`config.mk`:
```
export PLATFORM = sky130hd
export DESIGN_NAME = piece_bag_queue
export DESIGN_NICKNAME = d
export VERILOG_FILES = /design/src/rtl/tetris_pkg.sv /design/src/rtl/piece_fifo.sv /design/src/rtl/piece_bag_queue.sv
export SDC_FILE = /design/constraint.sdc
export NUM_CORES = 1
export LEC_CHECK = 0
export ABC_CLOCK_PERIOD_IN_PS = 4200
export BUFFER_PORTS_ARGS = -buffer_cell sky130_fd_sc_hd__buf_2
export CAP_MARGIN = 20
export CORE_AREA = 2 2 100 78
export CTS_CLUSTER_SIZE = 16
export DETAILED_ROUTE_END_ITERATION = 8
export DIE_AREA = 0 0 102 80
export GPL_TIMING_DRIVEN = 0
export SYNTH_ARGS = -nofsm -noshare
export SYNTH_HDL_FRONTEND = slang
export SYNTH_HIERARCHICAL = 1
export SYNTH_SLANG_ARGS = --single-unit
```
`constraint.sdc`:
```
create_clock -name clk -period 4.2 [get_ports clk]
set_input_delay 0.63 -clock clk [delete_from_list [all_inputs] [get_ports clk]]
set_output_delay 0.63 -clock clk [all_outputs]
set_load 0.005 [all_outputs]
```
`src/rtl/tetris_pkg.sv`:
```
// Shared definitions for the piece-generation path: default piece geometry
// and the all-ones "no piece" code.
package tetris_pkg;

  localparam int DEFAULT_PIECE_W   = 3;
  localparam int DEFAULT_NUM_TYPES = 7;

  typedef logic [DEFAULT_PIECE_W-1:0] piece_t;

  localparam piece_t PIECE_NONE = '1;

endpackage

```
`src/rtl/piece_fifo.sv`:
```
// Circular piece buffer with head/tail pointers, an occupancy counter and
// PREVIEW read taps starting at the head; empty taps read all-ones.
module piece_fifo #(
  parameter int DEPTH   = 8,
  parameter int PREVIEW = 5,
  parameter int PIECE_W = 3,
  localparam int LVL_W  = $clog2(DEPTH + 1)
) (
  input  logic                       clk,
  input  logic                       nreset,
  input  logic                       clear,
  input  logic                       push,
  input  logic [PIECE_W-1:0]         push_data,
  input  logic                       pop,
  output logic [PIECE_W-1:0]         head,
  output logic [PREVIEW*PIECE_W-1:0] preview,
  output logic [LVL_W-1:0]           level
);

  localparam int PTR_W = (DEPTH > 1) ? $clog2(DEPTH) : 1;
  localparam logic [PTR_W-1:0] LAST_PTR = PTR_W'(DEPTH - 1);
  localparam logic [PTR_W:0]   DEPTH_X  = (PTR_W + 1)'(DEPTH);

  logic [PIECE_W-1:0] mem [DEPTH];
  logic [PTR_W-1:0]   head_ptr, tail_ptr;
  logic [PTR_W:0]     tap_idx;

  // Wrap is an explicit compare so DEPTH need not be a power of two.
  function automatic logic [PTR_W-1:0] ptr_inc(input logic [PTR_W-1:0] p);
    return (p == LAST_PTR) ? '0 : p + 1'b1;
  endfunction

  // NOTE: storage is deliberately not reset; slots at or beyond level are
  // masked to all-ones on every read path, so stale contents never escape.
  always_ff @(posedge clk) begin
    if (push) mem[tail_ptr] <= push_data;
  end

  // NOTE: every register here uses <= so all updates see pre-edge values.
  always_ff @(posedge clk or negedge nreset) begin
    if (!nreset) begin
      head_ptr <= '0;
      tail_ptr <= '0;
      level    <= '0;
    end else if (clear) begin
      head_ptr <= '0;
      tail_ptr <= '0;
      level    <= '0;
    end else begin
      if (push) tail_ptr <= ptr_inc(tail_ptr);
      if (pop)  head_ptr <= ptr_inc(head_ptr);
      if (push && !pop)      level <= level + 1'b1;
      else if (pop && !push) level <= level - 1'b1;
    end
  end

  // NOTE: outputs get a full default before the loop so no latch is inferred.
  always_comb begin
    preview = '1;
    tap_idx = '0;
    for (int i = 0; i < PREVIEW; i++) begin
      tap_idx = {1'b0, head_ptr} + (PTR_W + 1)'(i);
      if (tap_idx >= DEPTH_X) tap_idx = tap_idx - DEPTH_X;
      if (LVL_W'(i) < level) preview[i*PIECE_W +: PIECE_W] = mem[tap_idx[PTR_W-1:0]];
    end
  end

  assign head = preview[PIECE_W-1:0];

endmodule

```
`src/rtl/piece_bag_queue.sv`:
```
// Bag filter in front of a preview FIFO: accepts each piece type COPIES times
// per bag from a free-running candidate stream and refills bags on its own.
module piece_bag_queue
  import tetris_pkg::*;
#(
  parameter int NUM_TYPES = DEFAULT_NUM_TYPES,
  parameter int PIECE_W   = DEFAULT_PIECE_W,
  parameter int COPIES    = 1,
  parameter int DEPTH     = 8,
  parameter int PREVIEW   = 5,
  localparam int LVL_W    = $clog2(DEPTH + 1)
) (
  input  logic                       clk,
  input  logic                       nreset,
  input  logic                       clear,
  input  logic                       cand_valid,
  input  logic [PIECE_W-1:0]         cand,
  output logic                       cand_accept,
  output logic                       pop_valid,
  input  logic                       pop_ready,
  output logic [PIECE_W-1:0]         pop_piece,
  output logic [PREVIEW*PIECE_W-1:0] preview,
  output logic [LVL_W-1:0]           level,
  output logic                       bag_done
);

  localparam int CNT_W    = $clog2(COPIES + 1);
  localparam int BAG_SIZE = NUM_TYPES * COPIES;
  localparam int TOT_W    = $clog2(BAG_SIZE + 1);

  localparam logic [CNT_W-1:0] COPIES_L = CNT_W'(COPIES);
  localparam logic [TOT_W-1:0] BAG_LAST = TOT_W'(BAG_SIZE - 1);
  localparam logic [LVL_W-1:0] DEPTH_L  = LVL_W'(DEPTH);

  logic [CNT_W-1:0] taken [NUM_TYPES];
  logic [TOT_W-1:0] bag_total;
  logic             in_range, type_open, has_room, pop_fire, bag_full;

  // A code matches some type exactly when it is legal, so the match loop
  // doubles as the range check and never indexes taken[] out of bounds.
  always_comb begin
    in_range  = 1'b0;
    type_open = 1'b0;
    for (int t = 0; t < NUM_TYPES; t++) begin
      if (cand == PIECE_W'(t)) begin
        in_range  = 1'b1;
        type_open = taken[t] < COPIES_L;
      end
    end
  end

  assign pop_valid   = level != '0;
  assign pop_fire    = pop_valid & pop_ready & ~clear;
  assign has_room    = (level < DEPTH_L) | pop_fire;
  assign cand_accept = cand_valid & in_range & type_open & nreset & ~clear & has_room;
  assign bag_full    = cand_accept & (bag_total == BAG_LAST);

  // The completing accept restarts the bag on the same edge, so the very
  // next candidate already counts toward the new bag.
  always_ff @(posedge clk or negedge nreset) begin
    if (!nreset) begin
      for (int t = 0; t < NUM_TYPES; t++) taken[t] <= '0;
      bag_total <= '0;
      bag_done  <= 1'b0;
    end else begin
      bag_done <= bag_full;
      if (clear || bag_full) begin
        for (int t = 0; t < NUM_TYPES; t++) taken[t] <= '0;
        bag_total <= '0;
      end else if (cand_accept) begin
        for (int t = 0; t < NUM_TYPES; t++) begin
          if (cand == PIECE_W'(t)) taken[t] <= taken[t] + 1'b1;
        end
        bag_total <= bag_total + 1'b1;
      end
    end
  end

  piece_fifo #(
    .DEPTH   (DEPTH),
    .PREVIEW (PREVIEW),
    .PIECE_W (PIECE_W)
  ) u_fifo (
    .clk       (clk),
    .nreset    (nreset),
    .clear     (clear),
    .push      (cand_accept),
    .push_data (cand),
    .pop       (pop_fire),
    .head      (pop_piece),
    .preview   (preview),
    .level     (level)
  );

endmodule

```
==> results of run 1 <==
flip-flops by register name, indices dropped and copies added, names as in the netlist:
name             cells
u_fifo/tail_ptr      3
bag_done             1
u_fifo/mem          24
u_fifo/level         4
u_fifo/head_ptr      3
taken                7
bag_total            3
synth_stat cells (all sizes together) (3+ instances only):
cell / count / area share [%]
a211oi: 8 / 2.1
a41oi: 5 / 1.5
buf: 12 / 2.8
clkbuf: 6 / 1.1
dfrtp: 21 / 18
edfxtp: 24 / 25
ha: 11 / 4.8
inv: 11 / 1.4
mux2: 27 / 11
mux2i: 8 / 2.8
nand2: 11 / 1.4
nand2b: 13 / 2.8
nand3: 5 / 0.87
nand4: 3 / 0.65
nor2: 23 / 3.0
nor2b: 3 / 0.65
nor3: 3 / 0.52
o21ai: 10 / 1.7
o22ai: 19 / 4.1
o2bb2ai: 3 / 0.91
or2: 4 / 0.87
xnor2: 3 / 0.91
final cells by class:
cell class	instances	area [um2]	area share, %
clock buffer	5	68.8	2.10
buffer	18	113	3.43
timing repair buffer	32	160	4.88
tap	101	126	3.85
inverter	11	41.3	1.26
sequential	45	1250	38.0
clock inverter	3	50.0	1.53
multi-input combinational	190	1480	45.0
worst reg2reg max path: cells and delay by family, from the launching register on:
family	cells	cell delay, ns
buffers and inverters	2	0.44
and+or+nand+nor	4	1.25
AOI/OAI and AO/OA	1	0.36
DFF	1	0.48
power by group through the flow:
stage	clock (uW)	sequential, uW	combinational, uW
after global routing	371	509	468
after global placement	0	513	420
after detailed placement	0	515	422
after floorplan	0	509	279
after CTS	349	505	424
final	342	505	420
layer usage:
metal	part of all wire, %	GRT usage [%]
met1	51	24.6
met2	42	23.2
met4	0.76	4.80
met3	5.3	3.59
met5	0	0
cell families (layout without fill, tap and decap cells):
logic type	after synthesis	after routing	share of synthesized area [%]
compound gates	59	59	14.8
xor+xnor	5	5	1.78
fa+ha+maj	11	11	4.79
buf+inv	29	69	5.35
flops	45	45	43.3
mux	37	37	15.6
simple gates	78	78	14.4
stage by stage:
stage	utilization, %	hold WS, ns	instances	total power (uW)
global placement	44.1	0.501	397	933
detailed placement	44.1	0.508	397	937
floorplan	-	0.334	264	788
finish	45.8	0.280	405	1270
global route	45.8	0.305	405	1350
CTS	45.8	0.302	405	1280
worst max-delay path by stage:
| stage | to |
|---|---|
| after floorplan | preview[10] |
| after global placement | u_fifo/mem[2][2] |
| after detailed placement | u_fifo/mem[2][1] |
| after CTS | preview[10] |
| after global routing | preview[10] |
| final | preview[9] |
cell usage in the layout, fill, tap and decap left out, drive strengths merged, types with 3 or more instances in the layout:
| cell type | synthesis | layout |
|---|---|---|
| ha | 11 | 11 |
| xnor2 | 3 | 3 |
| edfxtp | 24 | 24 |
| o2bb2ai | 3 | 3 |
| nand2b | 13 | 13 |
| or2 | 4 | 4 |
| buf | 12 | 44 |
| nand4 | 3 | 3 |
| nor2 | 23 | 23 |
| a41oi | 5 | 5 |
| clkbuf | 6 | 11 |
| o21ai | 10 | 10 |
| mux2i | 8 | 8 |
| nor2b | 3 | 3 |
| nand3 | 5 | 5 |
| inv | 11 | 12 |
| nand2 | 11 | 11 |
| dfrtp | 21 | 21 |
| o22ai | 19 | 19 |
| a211oi | 8 | 8 |
| nor3 | 3 | 3 |
| mux2 | 27 | 27 |
==> flow_metrics.py, run 1 <==
metrics = {
    "status": {
        "status": "finished clean",
    },
    "power": {
        "leakagePower_uw": 0.00128,
        "switching_share_pct": 31.8,
        "p_int_uw": 864,
        "p_per_area_nw_per_um2": 386,
        "sequentialPowerShare_pct": 39.8,
        "peakVddDrop_uv": 225,
        "p_sw_uw": 403,
        "power.share.clock_pct": 27.0,
        "combPwrFrac_pct": 33.2,
    },
    "die": {
        "rows": 27,
        "die_h_um": 80,
        "initial_core_util_pct": 40.1,
        "dieWidth_um": 102,
        "core_um2": 7160,
        "ios": 33,
        "dieArea_um2": 8160,
    },
    "worst_setup_path": {
        "critPathRequiredTime_ns": 3.57,
        "cp_num_cells": 9,
        "crit_chain": "buf_6 -> buf_2 -> buf_4 -> inv_1 -> ha_1 -> xor2_2 -> mux4_2 -> or2_1 -> buf_2",
        "crit_type": "reg -> out",
        "slowest_delay_ns": 0.58,
        "cp_max_fo": 10,
        "reg2reg_slack_ns": 1.30,
        "critical_path.most_common_cell": "buf_2",
        "critical_path.top_delay_family": "buffers and inverters",
        "rr_startpoint": "u_fifo/level[3]",
        "cp-end-kind": "primary output",
        "r2r-end": "u_fifo/mem[2][2]",
        "crit_start": "u_fifo/head_ptr[0]",
        "crit_buf_inv": 5,
        "cp_slowest_cell": "mux4_2",
        "critPathArrivalTime_ns": 2.81,
        "worstSetupStartpointType": "register",
        "ff2ff_path_depth": 7,
    },
    "yosys": {
        "syn_nets": 283,
        "syn_inst": 264,
        "synth.distinct_cells": 57,
        "ys_seq_area_share_pct": 43.3,
        "ys_seq_elements": 45,
        "ys_warn_count": 6,
        "syn_area_um2": 2880,
        "avgSynthCellArea_um2": 10.9,
        "synth_async_sr_flop_share_pct": 46.7,
        "synthFlopType": "edfxtp_1",
        "synth-edff-count": 24,
    },
    "finish": {
        "fillers": 674,
        "areaGrowthSynthToFinish_pct": 14.1,
        "diodes": 0,
        "drive_above_1_share_pct": 25.0,
        "nNetsFinal": 322,
        "final_area_um2": 3280,
    },
    "drt": {
        "dr_total_vias": 2170,
        "routed_wl_um": 6350,
        "first_iter_violations": 149,
        "drcViolationCount": 0,
        "first_pass_iters": 4,
        "vias_per_cell": 5.36,
        "wl_per_cell_um": 15.7,
        "ant_nets": 0,
    },
    "clocking": {
        "hold_buffers": 0,
        "clock_sinks": 45,
        "cts_made_buffers": 5,
        "cts_tree": "done",
        "cts_setup_buffers": 0,
        "cts_buffer_depth": 2,
        "path_clk_slew_ns": 0.09,
        "cts-htree-levels": 2,
        "ctsResizeCount": 0,
        "insertion_delay_ns": 0.30,
        "cts_root_buf": "clkbuf_8",
    },
    "timing": {
        "setup_slack_ns": 0.763,
        "finClkSkew_ns": 0.00627,
        "setup_violations": 0,
        "rsz0062_at_grt": "false",
        "worst_pin_slew_ns": 0.690,
        "fmax_mhz": 291,
        "tns_ns": 0,
        "drv_slew": 0,
        "maxSlewHeadroom_pct": 53.6,
        "hold_violations": 0,
        "finalCriticalPeriod_ns": 3.44,
        "period_share_pct": 81.8,
    },
    "global_routing": {
        "grt-ovfl-total": 0,
        "grt_pass1_wl_um": 10100,
        "first_global_vias": 2017,
        "antenna_found_initial": 0,
        "grt_use_total_pct": 16.3,
        "grt_max_degree": 23,
    },
    "placement": {
        "dp_slack_ns": 0.806,
        "port_buffers": 32,
        "dpl.hpwl_um": 4850,
        "gp_congestion": 0.922,
        "place_area_um2": 3160,
    },
    "min_path": {
        "hold_path_class": "in -> async",
    },
    "flow_run": {
        "maxCapViolations": 0,
    },
}
Power figures use the tool's default switching activity.
==> run 2, diff against run 1 <==
--- a/config.mk
+++ b/config.mk
@@ -5,7 +5,7 @@
 export SDC_FILE = /design/constraint.sdc
 export NUM_CORES = 1
 export LEC_CHECK = 0
-export ABC_CLOCK_PERIOD_IN_PS = 4200
+export ABC_CLOCK_PERIOD_IN_PS = 2800
 export BUFFER_PORTS_ARGS = -buffer_cell sky130_fd_sc_hd__buf_2
 export CAP_MARGIN = 20
 export CORE_AREA = 2 2 100 78
==> constraint.sdc (replaced) <==
create_clock -name clk -period 2.8 [get_ports clk]
set_input_delay 0.42 -clock clk [delete_from_list [all_inputs] [get_ports clk]]
set_output_delay 0.42 -clock clk [all_outputs]
set_load 0.005 [all_outputs]
==> flow_metrics.py, run 2 (same netlist as run 1, synthesis figures left out) <==
metrics = {
    "status": {
        "status": "finished clean",
    },
    "clocking": {
        "cts_made_buffers": 5,
        "path_clk_slew_ns": 0.09,
        "cts_root_buf": "clkbuf_8",
        "cts-htree-levels": 2,
        "cts_buffer_depth": 2,
        "insertion_delay_ns": 0.30,
        "cts_tree": "done",
        "clock_sinks": 45,
    },
    "timing": {
        "period_share_pct": 96.2,
        "rsz0062_at_grt": "false",
        "whs_ns": 0.0674,
        "worst_pin_slew_ns": 0.693,
        "tns_ns": 0,
        "hold_violations": 0,
        "finClkSkew_ns": 0.00709,
        "fmax_mhz": 371,
        "finalCriticalPeriod_ns": 2.69,
        "maxSlewHeadroom_pct": 53.4,
        "setup_violations": 0,
        "drv_slew": 0,
    },
    "power": {
        "leakagePower_uw": 0.00128,
        "p_total_uw": 1910,
        "peakVddDrop_uv": 338,
        "p_per_area_nw_per_um2": 577,
    },
    "drt": {
        "routed_wl_um": 6290,
        "drcViolationCount": 0,
        "first_iter_violations": 134,
        "dr_total_vias": 2151,
        "ant_nets": 0,
        "wl_per_cell_um": 15.6,
        "vias_per_cell": 5.35,
        "first_pass_iters": 4,
    },
    "placement": {
        "port_buffers": 32,
        "dpl.hpwl_um": 4850,
        "place_area_um2": 3160,
        "gp_congestion": 0.922,
    },
    "flow_run": {
        "maxCapViolations": 0,
    },
    "worst_setup_path": {
        "rr_startpoint": "u_fifo/level[3]",
        "ff2ff_path_depth": 7,
        "cp-end-kind": "primary output",
        "crit_type": "reg -> out",
        "critPathArrivalTime_ns": 2.27,
        "critPathRequiredTime_ns": 2.38,
        "r2r-end": "u_fifo/mem[3][2]",
        "reg2reg_slack_ns": 0.14,
        "cp_max_fo": 27,
        "worstSetupStartpointType": "register",
    },
    "finish": {
        "multiInputGateArea_um2": 1500,
        "largest_reg_flops": 24,
        "final_common_cell": "buf_2",
        "drive_above_1_share_pct": 27.2,
        "final_cell_mix": "buf_2, edfxtp_1, nor2_1",
        "fillers": 677,
        "reg_top3": "u_fifo/mem (24), taken (7), u_fifo/level (4)",
        "regMostFlops": "u_fifo/mem",
        "final_area_um2": 3310,
        "fin_util_pct": 46.2,
        "seq_area_um2": 1250,
        "nNetsFinal": 319,
        "diodes": 0,
        "areaGrowthSynthToFinish_pct": 15.1,
    },
    "global_routing": {
        "grt-ovfl-total": 0,
        "antenna_found_initial": 0,
        "grt_pass1_wl_um": 9960,
        "first_global_vias": 1979,
        "grt_use_total_pct": 16.1,
        "grt_max_degree": 28,
    },
    "die": {
        "initial_core_util_pct": 40.1,
        "dieWidth_um": 102,
        "dieArea_um2": 8160,
        "core_um2": 7160,
        "die_h_um": 80,
        "ios": 33,
        "rows": 27,
    },
    "min_path": {
        "hold_path_class": "in -> async",
    },
}
-- run 2: cell types whose count changed in the layout (fill, tap and decap cells not counted), moves of 2 or more --
cell / change
clkbuf_1: -2
buf_2: -2
nor2_2: +2
nor2_1: -2
nor3_1: -2
-- run 2: how the worst max path moves through the flow --
stage                            start          endpoint  slack [ns]  cells past startpoint
detailed placement              nreset  u_fifo/mem[2][1]       -0.38                      8
global route        u_fifo/head_ptr[0]       preview[10]       0.009                      8
floorplan           u_fifo/head_ptr[0]       preview[10]        0.28                      8
CTS                 u_fifo/head_ptr[0]       preview[10]        0.03                      8
finish              u_fifo/head_ptr[0]       preview[10]        0.11                      8
global placement                nreset  u_fifo/mem[2][2]       -0.44                      8
-- run 2: report_power, final --
part | switching (uW) | leakage [uW] | internal, uW
Combinational | 326 | 0.000711 | 311
Sequential | 39.6 | 0.000505 | 720
Clock | 240 | 0.0000603 | 274
-- run 2: final cells by class --
| type | instances | area share, % |
|---|---|---|
| buffer | 14 | 3.14 |
| clock buffer | 5 | 2.08 |
| clock inverter | 3 | 1.51 |
| inverter | 11 | 1.25 |
| multi-input combinational | 190 | 45.3 |
| sequential | 45 | 37.7 |
| tap | 101 | 3.82 |
| timing repair buffer | 33 | 5.18 |
-- run 2: what timing repair did --
action / in CTS / in global routing
setup endpoints to repair: 9 / 13
setup buffers: 1 / 0
gates resized for setup: 2 / 10
pin swaps: 0 / 0
cloned: 0 / 0
hold buffers: 0 / 0
-- run 2: stage by stage --
| step | instances | setup WS (ns) |
|---|---|---|
| floorplan | 264 | 0.279 |
| global placement | 397 | -0.443 |
| detailed placement | 397 | -0.384 |
| CTS | 402 | 0.0276 |
| global route | 402 | 0.00873 |
| finish | 402 | 0.107 |
-- run 2: routing by layer --
| layer | share of wire, % | GRT usage, % | up-vias | wire length, um |
|---|---|---|---|---|
| met3 | 5.4 | 3.15 | 6 | 342 |
| met4 | 1.0 | 4.80 | 0 | 65 |
| met2 | 43 | 23.0 | 63 | 2700 |
| li1 | - | - | 1053 | - |
| met1 | 51 | 24.4 | 1029 | 3180 |
| met5 | 0 | 0 | - | 0 |
-- run 2: critical path, cell delays in order (launching register included) --
cell	delay [ns]
dfrtp_1	0.42
buf_12	0.18
inv_2	0.06
ha_2	0.18
xor2_2	0.15
buf_6	0.14
mux4_2	0.52
or2_1	0.21
buf_2	0.12
